[config.mk]
export PLATFORM = sky130hd
export DESIGN_NAME = grf
export DESIGN_NICKNAME = d
export VERILOG_FILES = /design/src/rtl/grf.sv
export SDC_FILE = /design/constraint.sdc
export NUM_CORES = 2
export LEC_CHECK = 0
export ABC_CLOCK_PERIOD_IN_PS = 54800
export BUFFER_PORTS_ARGS = -buffer_cell sky130_fd_sc_hd__buf_4
export CAP_MARGIN = 20
export CORE_MARGIN = 2
export CORE_UTILIZATION = 54
export CTS_CLUSTER_SIZE = 16
export DETAILED_ROUTE_END_ITERATION = 8
export PLACE_DENSITY = 0.66
export RECOVER_POWER = 100
export SKIP_LAST_GASP = 1
export SLEW_MARGIN = 20
export SYNTH_ARGS = -nofsm -noshare
export SYNTH_HDL_FRONTEND = slang
export SYNTH_SLANG_ARGS = --single-unit
[constraint.sdc]
create_clock -name clk -period 54.8 [get_ports clk]
set_input_delay 10.96 -clock clk [delete_from_list [all_inputs] [get_ports clk]]
set_output_delay 10.96 -clock clk [all_outputs]
set_load 0.05 [all_outputs]
[src/rtl/grf.sv]
// grf: 32 x 32-bit MIPS general-purpose register file with two combinational read ports
// and one synchronous write port. Define GRF_BYPASS_EN to forward the pending write to the reads.
module grf #(
    parameter int REG_COUNT = 32,
    parameter int DATA_W    = 32
) (
    input  logic              clk,
    input  logic              reset,
    input  logic [31:0]       PC,
    input  logic [4:0]        A1,
    input  logic [4:0]        A2,
    input  logic [4:0]        A3,
    input  logic              WE,
    input  logic [DATA_W-1:0] WD,
    output logic [DATA_W-1:0] RD1,
    output logic [DATA_W-1:0] RD2
);

    logic [DATA_W-1:0] regs [REG_COUNT];
    logic              commit;

    // $0 is excluded here, so regs[0] keeps its reset value of zero forever.
    assign commit = WE && (A3 != 5'd0);

    always_ff @(posedge clk or posedge reset) begin
        if (reset) begin
            for (int i = 0; i < REG_COUNT; i++) begin
                regs[i] <= '0;
            end
        end else if (commit) begin
            regs[A3] <= WD;
        end
    end

`ifdef GRF_BYPASS_EN
    logic fwd1;
    logic fwd2;

    // Forwarding stays off during reset so every read returns 0 while it is held.
    assign fwd1 = commit && !reset && (A1 == A3);
    assign fwd2 = commit && !reset && (A2 == A3);

    always_comb begin
        RD1 = regs[A1];
        RD2 = regs[A2];
        if (fwd1) RD1 = WD;
        if (fwd2) RD2 = WD;
    end
`else
    always_comb begin
        RD1 = regs[A1];
        RD2 = regs[A2];
    end
`endif

`ifndef SYNTHESIS
    // Architectural write trace, matched line-for-line against the course reference.
    always @(posedge clk) begin
        if (!reset && commit) begin
            $display("@%h: $%d <= %h", PC, A3, WD);
        end
    end
`endif

endmodule

Word level (Yosys, flattened, before mapping)
Cells that the tools add are included.

Latch bits: 0. Word-level logic and storage cells: 51. Input port bits: 82. Register bits: 1024. RAM bits: 0. Memories kept: 0. Memory bits (read-only): 0. Output and inout port bits: 64.

Mux-type cells: 9. Add/subtract/negate cells: 0. Reductions and logical operators: 3. Order comparisons: 4. Div/mod/pow operators: 0. Shift operators: 0. Equal/unequal tests: 0. Bitwise operators: 3. Multiply operators: 0.

Operators with widths (count): $bwmux 1024 (1); $bmux 32 s5 (2); $demux 32 s5 (1); $mux 32 (5); $ge 6x6->1 const B (3); $not 5->6 (3); $lt 6x1->1 const B (1); $reduce_bool 5->1 (1); $logic_and 1x1->1 (2).

Logic depth before layout (Yosys ltp)
Depth in word-level cells: 6. Depth in mapped cells: 8. Mapped depth without buffers: 5.

Least setup slack after synthesis
OpenSTA, ideal clock, no wires.

Path type: input-to-output. Start: in A1[1]. End: out RD1[10]. Stages: 8. Arrival: 12.478 ns. Slack: 31.362 ns. Path buffers: 4. Cells stage by stage: buf_2 > buf_4 > buf_2 > buf_2 > mux2i_1 > nand2_1 > a31oi_1 > nand3_1.

Longest elaborated chain between the ends: 4.

RTL lines: start: declaration (line 10) `input logic [4:0] A1,`; $not 5->6 (implied by the code) (line 51) `RD1 = regs[A1];`; $bmux 32 s5 (line 51); $mux 32 (implied by the code) (2 in series) (line 51); end: declaration (line 15) `output logic [DATA_W-1:0] RD1,`.

Every way passes these cells. The select of a mux whose other input is x is not followed.

Final worst setup path
Start: in A2[1]. End: out RD2[10].

Longest elaborated chain between the ends: 4.

RTL lines: start: declaration (line 11) `input logic [4:0] A2,`; $not 5->6 (implied by the code) (line 52) `RD2 = regs[A2];`; $bmux 32 s5 (line 52); $mux 32 (implied by the code) (2 in series) (line 52); end: declaration (line 16) `output logic [DATA_W-1:0] RD2`.

Every way passes these cells. The select of a mux whose other input is x is not followed.

==> key figures <==
Critical path
  • Critical path class: in2out
  • Worst EP required: 43.84 ns
  • Critical path endpoint category: output port
  • Worst Path Max Fanout: 122
  • Delay-heaviest family, CP: buffers and inverters
  • Worst Path Buf+Inv: 4
  • Most used cell, CP: clkbuf_1
  • Cell breakdown of the critical path: clkbuf_1 > clkbuf_1 > clkbuf_1 > mux2i_1 > a22o_1 > nor3_1 > a31oi_1 > nand3_1 > clkbuf_1
  • CP Launch Type: input port
  • CP max-delay cell: clkbuf_1
  • Critical Path AT: 27.48 ns
  • Slowest stage delay, CP: 6.62 ns

Place
  • Placement Cell Area: 0.0568 mm^2
  • Post-DP HPWL: around 86000 um
  • Gp weighted congestion: 0.786
  • I/O Buffers: 113

Worst hold path
  • Hold Path Class: reg2reg

Final layout
  • Max FFs per register: 1024
  • Biggest regs: regs (1024)
  • Commonest cells after routing, fill and taps aside: 1024 x mux2i_1, 1024 x dfrtp_1, 954 x mux2_2
  • Final Instance Area: 0.0601 mm^2
  • Most flop-heavy register: regs
  • ANT cells: 0
  • FF/Latch Area: about 0.026 mm^2
  • Number of nets in the layout: 4512
  • Synth-to-Final Area Change: 7.42%
  • Layout cells sized above 1: 27.7%
  • Area of the multi-input gates: ~0.028 mm^2
  • Fill cell count: 8546

Global route
  • GR Overflow Total: 0
  • Total GRT Usage: 31.3%
  • First-pass GRT wire length: 251000 um
  • Vias in the first global route: 38500
  • Initial antenna violation count: 4
  • Pin count of the biggest net entering global routing: 156

STA
  • Final Slew Violations: 2963
  • Worst Tran Pin Value: 10.86 ns
  • Worst clock skew: 0 ns
  • Crit share post-route: about 70%
  • Final setup viols: 0
  • Fmax: 26.0 MHz
  • Slew margin rel.: -624%
  • Setup_tns: 0 ns
  • Final Hold Viols: 0
  • Unrepaired setup endpoints after global routing: no
  • Tmin final: 38.44 ns

Floorplan
  • Die Y: 326 um
  • Starting Density: 54.2%
  • CORE AREA: 0.103 mm^2
  • Die footprint: 0.106 mm^2
  • # IOs: between 100 and 150
  • Die W: 326 um
  • # rows: 118

Detailed routing
  • Drt wl/cell: 28.6 um
  • Pre-antenna DRT Iters: 5
  • Post-route ant nets: 0
  • 1st-iter DRT viols: 3619
  • DR DRC count: 0
  • Final Routed Wirelength: 169000 um
  • Vias: 38500
  • Vias per cell: ~6.5

Clock network
  • Clk slew on worst S/H paths: about 0.060 ns
  • CTS Buf Count: 112
  • Clock Path Buffers: 3
  • Post-CTS Resized: 0
  • CTS root buf: clkbuf_16
  • Max H-tree Level: 3
  • CTS sink count: 1024
  • Postcts setup bufs: 0
  • Skew-Pair Late Insertion Delay: 0.69 ns
  • CTS tree: yes
  • Cts hold-fix bufs: 0

Logic synthesis
  • Post-synthesis xor/xnor area fraction: 0%
  • Area contributors post-synth: dfrtp_1 46%, mux2_2 19%, mux2i_1 18%
  • Number of enable flip-flop cells after synthesis: 0
  • Async set-reset flop share out of synthesis: 100%
  • Unique cell type count in the Yosys netlist: 29
  • Synth Cell Area: 0.0559 mm^2
  • YS warnings: 0
  • FF+latch count, synth: 1024
  • Post-synth top area cell: dfrtp_1
  • Post-Syn Area per Cell: 12.2 um^2
  • Ys flop type: dfrtp_1
  • Main combinational cell family by area after synthesis: multiplexers
  • Sequential area share after synthesis: between 40% and 50%
  • Gate Count Post-Synth: 4602
  • Adder-cell area share of the yosys netlist: 0%
  • Synth top area share: a little under half
  • Post-Synth Simple-Gate Area: roughly 4.4%
  • Synth Net Count: 4684
  • Post-synthesis compound-gate area fraction: under 10%
  • Mux cell area share after synthesis: 38.3%

Run
  • Max Cap Violations: 65

Status
  • Status: finished with violations
  • Failing checks: capacitance limit, slew limit

Power
  • LEAKAGE: 28.2 nW
  • Worst VDD drop: between 0.00002 and 0.00003 V
  • Pwr dens: around 37 mW/mm^2
[layer usage]
layer / wire length [um] / global-route usage, % / share of wire (%) / up-vias
met5: 26 / 0 / 0.015 / -
met4: 5230 / 10.3 / 3.1 / 4
met3: 11200 / 5.18 / 6.7 / 309
met2: 75200 / 47.7 / 45 / 1272
met1: 76900 / 45.6 / 46 / 20300
li1: - / - / - / 16600
[layout make-up]
cell class,instances,area share [%]
Timing Repair Buffer,187,1.80
Tap cell,1380,2.87
Clock buffer,173,5.68
Clock inverter,33,0.687
Multi-Input combinational cell,3104,46.3
Inverter,1,0.00833
Sequential cell,1024,42.6
[Yosys cell counts (16+ instances only)]
cell type and n:
a22o_1 128, nand3_1 194, mux2_1 38, nor2_4 16, a22oi_1 192, dfrtp_1 1024
nor3_1 65, clkbuf_1 229, mux2_2 954, a21oi_1 192, buf_1 21, buf_4 69
buf_2 109, nand2_1 210, mux2i_1 1024, buf_6 45, a31oi_1 64
[power by group]
| group | switching [mW] | leakage (nW) | internal (mW) |
|---|---|---|---|
| Combinational | 0.220 | 13.2 | 0.231 |
| Clock | 0.315 | 1.89 | 0.468 |
| Sequential | 0.105 | 13.1 | 0.901 |
[through the flow]
step / instances / worst slack, ns / utilization [%] / hold WS (ns) / power (mW)
floorplan: 4602 / 15.02 / - / 0.449 / 1.34
global placement: 5696 / 28.88 / 55.0 / 0.384 / 1.43
detailed placement: 5696 / 28.90 / 55.0 / 0.388 / 1.45
CTS: 5902 / 28.90 / 58.8 / 0.400 / 2.24
global route: 5902 / 15.59 / 58.2 / 0.409 / 2.34
finish: 5902 / 16.36 / 58.2 / 0.398 / 2.24
[path summary, 6_finish.rpt]
kind / depth (start not counted) / slack, ns / end / startpoint
max in group asynchronous: 5 / 29.41 / regs[21] / reset
setup reg to reg: 1 / 53.98 / regs[604] / regs[604]
hold / removal: 0 / 0.40 / regs[1014] / regs[1014]
hold reg to reg: 0 / 0.40 / regs[1014] / regs[1014]
setup / recovery: 9 / 16.36 / RD2[10] / A2[1]
min in group asynchronous: 2 / 11.92 / regs[519] / reset
[logic make-up (layout without fill, tap and decap cells)]
family          Yosys count  in the layout
compound gates          576            576
buf+inv                 474            394
flops                  1024           1024
mux                    2016           2016
simple gates            512            512
(Power assumes the default switching activity.)
